## src/rtl/arm_step_conditioner.sv

```systemverilog
// Step/dir/enable conditioner between the arm axis peripheral and the driver.
// Enforces dir setup, pulse widths and enable settling; tracks position.
module arm_step_conditioner #(
   parameter int DIR_SETUP  = 12,
   parameter int PULSE_HIGH = 24,
   parameter int PULSE_LOW  = 24,
   parameter int EN_SETUP   = 60
) (
   input  logic        clk_12MHz,
   input  logic        reset,
   input  logic        step_in,
   input  logic        dir_in,
   input  logic        en_in,
   input  logic        fault,
   input  logic        pos_clear,
   input  logic        clear_flags,
   output logic        step_out,
   output logic        dir_out,
   output logic        en_out,
   output logic [31:0] position,
   output logic        busy,
   output logic        overrun,
   output logic        dropped
);

   typedef enum logic [1:0] {
      IDLE,
      DIR_WAIT,
      PULSE_HI,
      PULSE_LO
   } state_t;

   localparam int M1 = (PULSE_HIGH > PULSE_LOW) ? PULSE_HIGH : PULSE_LOW;
   localparam int MX = (M1 > DIR_SETUP) ? M1 : DIR_SETUP;
   localparam int CW = $clog2(MX + 1);
   localparam int EW = $clog2(EN_SETUP + 1);

   localparam logic [CW-1:0] DS_END = CW'(DIR_SETUP - 1);
   localparam logic [CW-1:0] PH_END = CW'(PULSE_HIGH - 1);
   localparam logic [CW-1:0] PL_END = CW'(PULSE_LOW - 1);
   localparam logic [EW-1:0] EN_MAX = EW'(EN_SETUP);

   state_t        state;
   logic [CW-1:0] cnt;
   logic [EW-1:0] en_cnt;
   logic          step_q;
   logic          pend_v;
   logic          pend_dir;

   logic req;
   logic ok;
   logic en_ready;
   logic take;
   logic store;
   logic ovr_req;
   logic drop_req;
   logic lo_done;
   logic launch;
   logic ldir;

   assign en_ready = en_out && (en_cnt == EN_MAX);
   assign req      = step_in && !step_q;
   assign ok       = !fault && en_ready;
   assign take     = req && ok && (state == IDLE) && !pend_v;
   assign store    = req && ok && !take && !pend_v;
   assign ovr_req  = req && ok && pend_v;
   assign drop_req = req && !ok;
   assign lo_done  = (state == PULSE_LO) && (cnt == PL_END);
   assign busy     = (state != IDLE) || pend_v;

   // Previous step_in sample for rising-edge detection.
   always_ff @(posedge clk_12MHz) begin
      if (!reset) step_q <= 1'b0;
      else        step_q <= step_in;
   end

   // Enable follows en_in; settle counter saturates at EN_SETUP.
   always_ff @(posedge clk_12MHz) begin
      if (!reset) begin
         en_out <= 1'b0;
         en_cnt <= '0;
      end else begin
         en_out <= en_in;
         if (!en_out)               en_cnt <= '0;
         else if (en_cnt != EN_MAX) en_cnt <= en_cnt + EW'(1);
      end
   end

   // Pick the step that starts on this edge: a fresh request from
   // IDLE, or at pulse-low exit the pending one (or a same-cycle one).
   always_comb begin
      launch = 1'b0;
      ldir   = dir_in;
      if (state == IDLE) begin
         launch = take;
      end else if (lo_done) begin
         if (pend_v) begin
            launch = ok;
            ldir   = pend_dir;
         end else begin
            launch = store;
         end
      end
   end

   // Pulse sequencer, pending slot, sticky flags and position count.
   always_ff @(posedge clk_12MHz) begin
      if (!reset) begin
         state    <= IDLE;
         cnt      <= '0;
         step_out <= 1'b0;
         dir_out  <= 1'b0;
         position <= '0;
         pend_v   <= 1'b0;
         pend_dir <= 1'b0;
         overrun  <= 1'b0;
         dropped  <= 1'b0;
      end else begin
         if (clear_flags) begin
            overrun <= 1'b0;
            dropped <= 1'b0;
         end
         if (drop_req) dropped <= 1'b1;
         if (ovr_req)  overrun <= 1'b1;
         if (store) begin
            pend_v   <= 1'b1;
            pend_dir <= dir_in;
         end
         if (launch) begin
            cnt <= '0;
            if (lo_done) pend_v <= 1'b0;
            if (ldir == dir_out) begin
               step_out <= 1'b1;
               state    <= PULSE_HI;
               position <= ldir ? position + 32'd1
                                : position - 32'd1;
            end else begin
               dir_out <= ldir;
               state   <= DIR_WAIT;
            end
         end else begin
            unique case (state)
               IDLE: cnt <= '0;
               DIR_WAIT: begin
                  if (cnt == DS_END) begin
                     cnt      <= '0;
                     step_out <= 1'b1;
                     state    <= PULSE_HI;
                     position <= dir_out ? position + 32'd1
                                         : position - 32'd1;
                  end else begin
                     cnt <= cnt + CW'(1);
                  end
               end
               PULSE_HI: begin
                  if (cnt == PH_END) begin
                     cnt      <= '0;
                     step_out <= 1'b0;
                     state    <= PULSE_LO;
                  end else begin
                     cnt <= cnt + CW'(1);
                  end
               end
               PULSE_LO: begin
                  if (lo_done) begin
                     cnt   <= '0;
                     state <= IDLE;
                     if (pend_v) begin
                        pend_v  <= 1'b0;
                        dropped <= 1'b1;
                     end
                  end else begin
                     cnt <= cnt + CW'(1);
                  end
               end
               default: state <= IDLE;
            endcase
         end
         if (pos_clear) position <= '0;
      end
   end

endmodule

```

## config.mk

```make
export PLATFORM = sky130hd
export DESIGN_NAME = arm_step_conditioner
export DESIGN_NICKNAME = d
export VERILOG_FILES = /design/src/rtl/arm_step_conditioner.sv
export SDC_FILE = /design/constraint.sdc
export NUM_CORES = 1
export LEC_CHECK = 0
export ABC_AREA = 1
export CAP_MARGIN = 10
export CELL_PAD_IN_SITES_DETAIL_PLACEMENT = 0
export CELL_PAD_IN_SITES_GLOBAL_PLACEMENT = 1
export CORE_UTILIZATION = 43
export DETAILED_ROUTE_END_ITERATION = 10
export PLACE_DENSITY = 0.95
export SYNTH_ARGS = -nofsm -noshare
export SYNTH_HDL_FRONTEND = slang
export SYNTH_SLANG_ARGS = --single-unit
```

## constraint.sdc

```tcl
create_clock -name clk_12MHz -period 4.4 [get_ports clk_12MHz]
set_clock_uncertainty 0.05 [all_clocks]
set_input_delay 0.66 -clock clk_12MHz [delete_from_list [all_inputs] [get_ports clk_12MHz]]
set_output_delay 0.66 -clock clk_12MHz [all_outputs]
set_load 0.02 [all_outputs]
```

==> results_dict.tcl, run 1 <==
set metrics [dict create \
    synth.distinct_cells 35 \
    routed_via_density 5.07 \
    num_rows 38 \
    drt_first_pass_iters 5 \
    p_clk_frac 0.370 \
    critPathKind "flop to flop" \
    setup.worst_path.end_class "flop" \
    power.internal_uw 872 \
    synth.area.top_cells "nand2_1 (28%), dfxtp_1 (21%), nor2_1 (12%), xor2_1 (7.6%), inv_1 (5.3%)" \
    power_leakage_uw 0.00256 \
    max_freq_mhz 327 \
    final_layout_size_suffix_gt1_frac 0.0284 \
    ys_warn_count 0 \
    core-area_sq_um 11000 \
    cts_buffers 5 \
    grt_use_total 0.255 \
    die_h_microns 109 \
    htreeDepth 2 \
    grt.overflow.total 0 \
    dp_hpwl_microns 11000 \
    r2r_slack_ps 1340 \
    rsz0062_at_grt "false" \
    p_switching_uw 420 \
    tightest_slew_ps 785 \
    route.detailed.drc 0 \
    port_buffers 45 \
    grt_pass1_vias 4766 \
    grt_max_degree 44 \
    fin_crit_sh 0.695 \
    drt_iter0_markers 457 \
    cp_cell_sequence "ha_1 -> nand4_1 -> nor2_2 -> nand4_1 -> nand2_1 -> nand2_1 -> nand3_4 -> nand2_4 -> inv_4 -> nand2_1 -> nand2_1 -> nor2_1" \
    cts-resized-gates 0 \
    pwr-share-seq 0.396 \
    grt_antenna_before_repair 0 \
    antennaDiodeCount 0 \
    start_kind "flop" \
    via_count 5360 \
    gp_congestion 0.877 \
    synth_seq_cells 53 \
    ant_nets 0 \
    tns_ps 0 \
    die_w_microns 109 \
    r2r_start "cnt[0]" \
    clock_latency_ps 300 \
    swShare 0.325 \
    avgSynthCellArea_sq_um 5.51 \
    area_delta_synth_final_pct 12.2 \
    syn_inst 899 \
    critPathArrivalTime_ps 3210 \
    synth-edff-count 0 \
    slowest_delay_ps 530 \
    cp-endpoint "position[25]" \
    drv_cap 0 \
    clk_pin_slew_ps 80 \
    ys_seq_area_frac 0.214 \
    layout.nets 936 \
    routed_wl_microns 14500 \
    cts_root_buffer "clkbuf_16" \
    combPwrFrac 0.234 \
    slew_viol_final 0 \
    hold_path.class "flop to flop" \
    finalCriticalPeriod_ps 3060 \
    cts_hold_buf 0 \
    ctsLongestPathBuffers 2 \
    r2r_end "position[25]" \
    instances_no_fill 1057 \
    syn_nets 919 \
    synth.top_cell.area_share 0.285 \
    async_flop_share 0 \
    grt_pass1_wl_microns 23600 \
    yosys.area.top_type "nand2_1" \
    powerDensity_nw_per_um2 232 \
    required_ps 4550 \
    cts_tree "yes" \
    io_pins 46 \
    critical-path-slowest-cell "nand2_1" \
    cpMostUsedCell "nand2_1" \
    slew_headroom 0.476 \
    critPathMaxFanout 43 \
    crit_start "cnt[0]" \
    synthesis.area_sq_um 4950 \
    postCtsSetupRepairBufs 0 \
    reg2regPathDepth 12 \
    wl_per_cell_microns 13.7 \
    ys.flop_type "dfxtp_1" \
    ir_worst_vdd_mv 0.181 \
    setup_viol 0 \
    hold_violations 0 \
    cts.sinks 53 \
    status "finished, final reports clean" \
    initial_utilization 0.449 \
    dp.cells 1049 \
    dieArea_sq_um 12000 \
]
## cell usage after synthesis (all sizes together) (5+ instances only)
library cell / count
xnor2: 8
nand2: 382
o21ai: 26
buf: 24
inv: 72
nand3b: 5
a21oi: 31
nand4: 10
dfxtp: 53
nor2: 164
ha: 12
nor3: 7
nand3: 35
xor2: 43
clkbuf: 13
## power by group through the flow
stage	Clock (uW)	Combinational [uW]	Sequential (uW)
after floorplan	0	216	525
after global placement	0	297	522
after detailed placement	0	302	524
after CTS	489	303	512
after global routing	508	345	515
final	479	302	512
## cell type report
class | count | area (sq um)
Tap cell | 140 | 175
Sequential cell | 53 | 1060
Timing Repair Buffer | 47 | 465
Fill cell | 1207 | 5470
Clock buffer | 5 | 125
Inverter | 73 | 282
Multi-Input combinational cell | 736 | 3410
Clock inverter | 3 | 47.5
## metal layers
layer  track usage  wire length [microns]  up-vias
met5             0                      0        -
met4        0.0724                    282        0
met3        0.0397                    975       20
met2         0.399                   6280      167
met1         0.360                   6920     2369
li1              -                      -     2804
## layout by cell type, fill, tap and decap left out, drive strengths merged
| master | count |
|---|---|
| nand2 | 382 |
| nor2 | 164 |
| inv | 74 |
| dfxtp | 53 |
| clkdlybuf4s50 | 45 |
| xor2 | 43 |
| nand3 | 35 |
| a21oi | 31 |
| o21ai | 26 |
| ha | 12 |
| nand4 | 10 |
| xnor2 | 8 |
| nor3 | 7 |
| nand3b | 5 |
| clkbuf | 5 |
| o211ai | 4 |
| a211oi | 2 |
| a21o | 2 |
| a2111oi | 2 |
| buf | 2 |
| and2 | 1 |
| nor3b | 1 |
| a22oi | 1 |
| clkinv | 1 |
| bufinv | 1 |
## logic make-up (layout without fill, tap and decap cells)
kind of cell	Yosys count	count (layout)	synth area share
adder cells (fa/ha/maj)	12	12	0.0303
XOR/XNOR	51	51	0.0902
AND/OR/NAND/NOR	605	605	0.491
AO/OA/AOI/OAI	68	68	0.0755
buffers and inverters	110	128	0.0985
flip-flops	53	53	0.214
## stage by stage
step           worst slack, ps  hold WS (ps)  total power, uW   util  cell area, sq um
2_1_floorplan             2390           380              742      -              4950
3_3_place_gp              1250           402              819  0.489              5390
3_5_place_dp              1210           413              826  0.489              5390
4_1_cts                   1360           424             1300  0.504              5560
5_1_grt                   1010           446             1370  0.504              5560
6_report                  1340           418             1290  0.504              5560
## state kept, by name (all words and copies together) (netlist names)
name,flops
step_q,1
position,32
dropped,1
en_cnt,6
pend_dir,1
cnt,5
dir_out,1
overrun,1
pend_v,1
step_out,1
en_out,1
state,2
## critical path: cells and delay by family (launching register included)
kind,cells,cell delay (ps)
AND/OR/NAND/NOR,10,1910
buffers and inverters,1,340
flip-flops,1,360
adder cells (fa/ha/maj),1,270
## how the worst min path moves through the flow
stage | start | to | slack, ps | depth (start not counted)
CTS | cnt[0] | cnt[0] | 420 | 1
floorplan | cnt[0] | cnt[0] | 380 | 1
detailed placement | cnt[0] | cnt[0] | 410 | 1
finish | cnt[0] | cnt[0] | 420 | 1
global placement | cnt[0] | cnt[0] | 400 | 1
global route | overrun | overrun | 450 | 2
Note: power is estimated with default switching activity, not from simulation.
==> run 2: changes to the inputs <==
- CORE_UTILIZATION: 43 -> 40
- PLACE_DENSITY: 0.95 -> 0.94
- clock period: 4.4 -> 3 ns (I/O delays scaled with it)
==> results_dict.tcl, run 2 (synthesized netlist as in run 1, its figures left out) <==
set metrics [dict create \
    ctsLongestPathBuffers 2 \
    rsz0062_at_grt "false" \
    instances_no_fill 1095 \
    cts_tree "yes" \
    slew_headroom 0.690 \
    status "finished, final reports clean" \
    holdPathStages 1 \
    cts.sinks 53 \
    start_kind "flop" \
    clk_pin_slew_ps 70 \
    htreeDepth 2 \
    postLayoutSetupSlackWorst_ps 472 \
    initial_utilization 0.411 \
    crit_start "cnt[0]" \
    cts_hold_buf 0 \
    cts_root_buffer "clkbuf_16" \
    num_rows 40 \
    postCtsSetupRepairBufs 0 \
    hold_violations 0 \
    wl_per_cell_microns 13.2 \
    critPathKind "flop to flop" \
    drv_cap 0 \
    routed_via_density 4.79 \
    r2r_start "cnt[0]" \
    reg2regPathDepth 14 \
    dp.cells 1087 \
    grt.overflow.total 0 \
    route.detailed.drc 0 \
    die_h_microns 113 \
    antennaDiodeCount 0 \
    dieArea_sq_um 12800 \
    layout.nets 946 \
    finalCriticalPeriod_ps 2530 \
    dp_hpwl_microns 11200 \
    routed_wl_microns 14500 \
    fill_cells 1331 \
    hold_path.class "flop to flop" \
    largest_reg_flops 32 \
    area_delta_synth_final_pct 13.9 \
    mostFrequentLayoutCells "nand2_1 (376), nor2_1 (161), inv_1 (70)" \
    via_count 5249 \
    die_w_microns 113 \
    io_pins 46 \
    power.total_uw 1800 \
    grt_max_degree 34 \
    critPathMaxFanout 33 \
    clock_latency_ps 310 \
    cts_buffers 5 \
    cts-resized-gates 0 \
    largestRegisters "position x32, en_cnt x6, cnt x5" \
    grt_use_total 0.237 \
    powerDensity_nw_per_um2 320 \
    grt_pass1_wl_microns 24300 \
    tightest_slew_ps 465 \
    setup.worst_path.end_class "flop" \
    pre_cts_slack_ps 407 \
    drt_first_pass_iters 6 \
    port_buffers 45 \
    top_register "position" \
    drt_iter0_markers 383 \
    setup_viol 0 \
    max_freq_mhz 396 \
    tns_ps 0 \
    final_layout_size_suffix_gt1_frac 0.0378 \
    required_ps 3180 \
    gp_congestion 0.989 \
    grt_pass1_vias 4855 \
    layout_commonest_cell "nand2_1" \
    grt_antenna_before_repair 0 \
    worstHoldStart "cnt[0]" \
    core-area_sq_um 12100 \
    slew_viol_final 0 \
    critPathArrivalTime_ps 2710 \
    holdWs_ps 408 \
    ir_worst_vdd_mv 0.252 \
    ant_nets 0 \
    power_leakage_uw 0.00259 \
    fin_crit_sh 0.843 \
]
## run 2: changes by cell type in the layout (fill, tap and decap cells not counted)
cell,previous run,this run
buf_4,2,12
bufinv_16,1,0
clkbuf_1,0,1
clkinv_2,0,1
inv_6,2,1
## run 2: worst max-delay path, stage by stage (launching register included)
cell and delay, ps:
dfxtp_1 350, ha_1 260, nand3_1 110, nor2_1 140, nand2_1 110, nor2_1 150
nand2_1 100, nand2_2 100, nand2_4 150, clkinv_4 90, nand3_4 80, nand2_4 300
buf_4 240, nand2_1 60, a21oi_1 140
## run 2: layout make-up
class / count / area (sq um) / area share
multi-input combinational: 736 / 3410 / 0.604
sequential: 53 / 1060 / 0.188
timing repair buffer: 57 / 541 / 0.0958
inverter: 73 / 282 / 0.0499
tap: 168 / 210 / 0.0373
clock buffer: 6 / 129 / 0.0228
clock inverter: 2 / 13.8 / 0.00244
## run 2: layer usage
layer | wire [microns] | GRT usage | up-vias
met2 | 6330 | 0.381 | 133
met5 | 0 | 0 | -
met4 | 202 | 0.0632 | 0
li1 | - | - | 2818
met1 | 7250 | 0.329 | 2281
met3 | 717 | 0.0354 | 17
## run 2: power by group
part           total, uW  switching [uW]  internal (uW)
Clock                605             292            313
Sequential           750            23.4            726
Combinational        449             287            161
## run 2: path summary, 6_finish.rpt
| kind | end | slack (ps) |
|---|---|---|
| worst max-delay path | position[27] | 470 |
| worst min-delay path | cnt[0] | 410 |
| worst max register to register | position[27] | 470 |
| worst min register to register | cnt[0] | 410 |
## run 2: per-stage QoR
stage / instance area (sq um) / util
final: 5640 / 0.468
after global routing: 5640 / 0.468
after CTS: 5640 / 0.468
after detailed placement: 5500 / 0.456
after global placement: 5500 / 0.456
after floorplan: 4950 / -
==> run 3: changes to the inputs <==
- CORE_UTILIZATION: 40 -> 36
- PLACE_DENSITY: 0.94 -> 0.9
- clock period: 3 -> 2.22 ns (I/O delays scaled with it)
==> results_dict.tcl, run 3 (synthesized netlist as in run 1, its figures left out) <==
set metrics [dict create \
    status "finished, final reports clean" \
    top_register "position" \
    cts_hold_buf 0 \
    max_freq_mhz 487 \
    mostFrequentLayoutCells "nand2_1 (375), nor2_1 (157), inv_1 (69)" \
    setup.worst_path.end_class "flop" \
    cts_tree "yes" \
    start_kind "flop" \
    reg2regPathDepth 12 \
    ant_nets 0 \
    clock_latency_ps 320 \
    dp.cells 1119 \
    hold_violations 0 \
    via_count 5495 \
    drv_cap 0 \
    postCtsSetupRepairBufs 0 \
    clk_pin_slew_ps 80 \
    port_buffers 45 \
    die_w_microns 119 \
    rsz0062_at_grt "false" \
    layout.nets 971 \
    cts.sinks 53 \
    htreeDepth 2 \
    powerDensity_nw_per_um2 426 \
    wl_per_cell_microns 13.4 \
    critPathMaxFanout 11 \
    grt_use_total 0.216 \
    largestRegisters "position x32, en_cnt x6, cnt x5" \
    setup_viol 0 \
    routed_via_density 4.87 \
    grt.overflow.total 0 \
    finish.utilization 0.448 \
    slew_headroom 0.612 \
    layout_commonest_cell "nand2_1" \
    slowest_delay_ps 340 \
    cpMostUsedCell "nand2_2" \
    r2r_start "en_cnt[0]" \
    gp_congestion 0.932 \
    core-area_sq_um 13300 \
    dp_hpwl_microns 11400 \
    fill_cells 1457 \
    worstHoldStart "cnt[0]" \
    dieArea_sq_um 14200 \
    instances_no_fill 1128 \
    critPathKind "flop to flop" \
    whs_endpoint "cnt[0]" \
    required_ps 2350 \
    tightest_slew_ps 582 \
    hold_path.class "flop to flop" \
    r2r_end "position[10]" \
    grt_max_degree 24 \
    drt_first_pass_iters 7 \
    routed_wl_microns 15200 \
    route.detailed.drc 0 \
    largest_reg_flops 32 \
    num_rows 42 \
    grt_antenna_before_repair 0 \
    grt_pass1_wl_microns 24300 \
    grt_pass1_vias 4842 \
    holdWs_ps 404 \
    die_h_microns 119 \
    holdPathStages 1 \
    ctsLongestPathBuffers 2 \
    cts_root_buffer "clkbuf_16" \
    tns_ps 0 \
    cp_cell_sequence "inv_1 -> ha_1 -> nand2_2 -> nor3_4 -> nand3_1 -> nand2_2 -> nand2_4 -> o21ai_4 -> nand2_8 -> clkbuf_16 -> o21ai_0 -> nor2_1" \
    slew_viol_final 0 \
    initial_utilization 0.371 \
    area_delta_synth_final_pct 20.8 \
    cts-resized-gates 0 \
    drt_iter0_markers 423 \
    critical-path-slowest-cell "dfxtp_1" \
    critPathArrivalTime_ps 2180 \
    io_pins 46 \
    power_leakage_uw 0.00276 \
    ir_worst_vdd_mv 0.466 \
    finalCriticalPeriod_ps 2050 \
    fin_crit_sh 0.925 \
    r2r_slack_ps 170 \
    cts_buffers 5 \
    antennaDiodeCount 0 \
    final_layout_size_suffix_gt1_frac 0.0830 \
]
-- run 3: changes by cell type in the layout (fill, tap and decap cells not counted), moves of 2 or more --
cell	previous run	this run
buf_12	0	3
dfxtp_1	53	45
buf_4	12	31
ha_1	12	9
nor2_1	161	157
ha_2	0	2
dfxtp_2	0	7
buf_6	0	2
nor2_2	3	6
-- run 3: worst max path at each step --
stage           startpoint            to  depth (start not counted)
3_3_place_gp         fault  position[10]                         14
2_1_floorplan  position[1]  position[16]                         13
5_1_grt        position[6]  position[31]                         13
6_report         en_cnt[0]  position[10]                         12
3_5_place_dp         fault  position[24]                         13
4_1_cts           state[0]          busy                          4
-- run 3: routing by layer --
| metal | up-vias | global-route usage | share of wire |
|---|---|---|---|
| met1 | 2475 | 0.301 | 0.48 |
| li1 | 2877 | - | - |
| met5 | - | 0 | 0 |
| met4 | 0 | 0.0500 | 0.013 |
| met3 | 11 | 0.0335 | 0.057 |
| met2 | 132 | 0.347 | 0.45 |
-- run 3: final cells by class --
type | instances | area, sq um | area share
Clock inverter | 3 | 21.3 | 0.00355
Multi-Input combinational cell | 736 | 3470 | 0.579
Sequential cell | 53 | 1070 | 0.179
Clock buffer | 5 | 125 | 0.0209
Timing Repair Buffer | 82 | 793 | 0.133
Inverter | 73 | 287 | 0.0479
Tap cell | 176 | 220 | 0.0368
-- run 3: through the flow --
stage	worst slack (ps)	instance area (sq um)	power [uW]
final	168	5990	2550
after global routing	3.54	5990	2700
after CTS	28.0	5870	2560
after detailed placement	40.4	5730	1720
after global placement	103	5730	1720
after floorplan	212	4950	1470
-- run 3: report_power, final --
part	internal [uW]	switching (uW)	total (uW)
logic	270	439	708
clock network	422	418	840
registers	982	21.8	1000
-- run 3: critical path, delay by kind of cell (launching register included) --
| family | cells | cell delay (ps) |
|---|---|---|
| AOI/OAI and AO/OA | 2 | 260 |
| adders and majority gates | 1 | 200 |
| buffers and inverters | 2 | 280 |
| DFF | 1 | 340 |
| and+or+nand+nor | 7 | 780 |
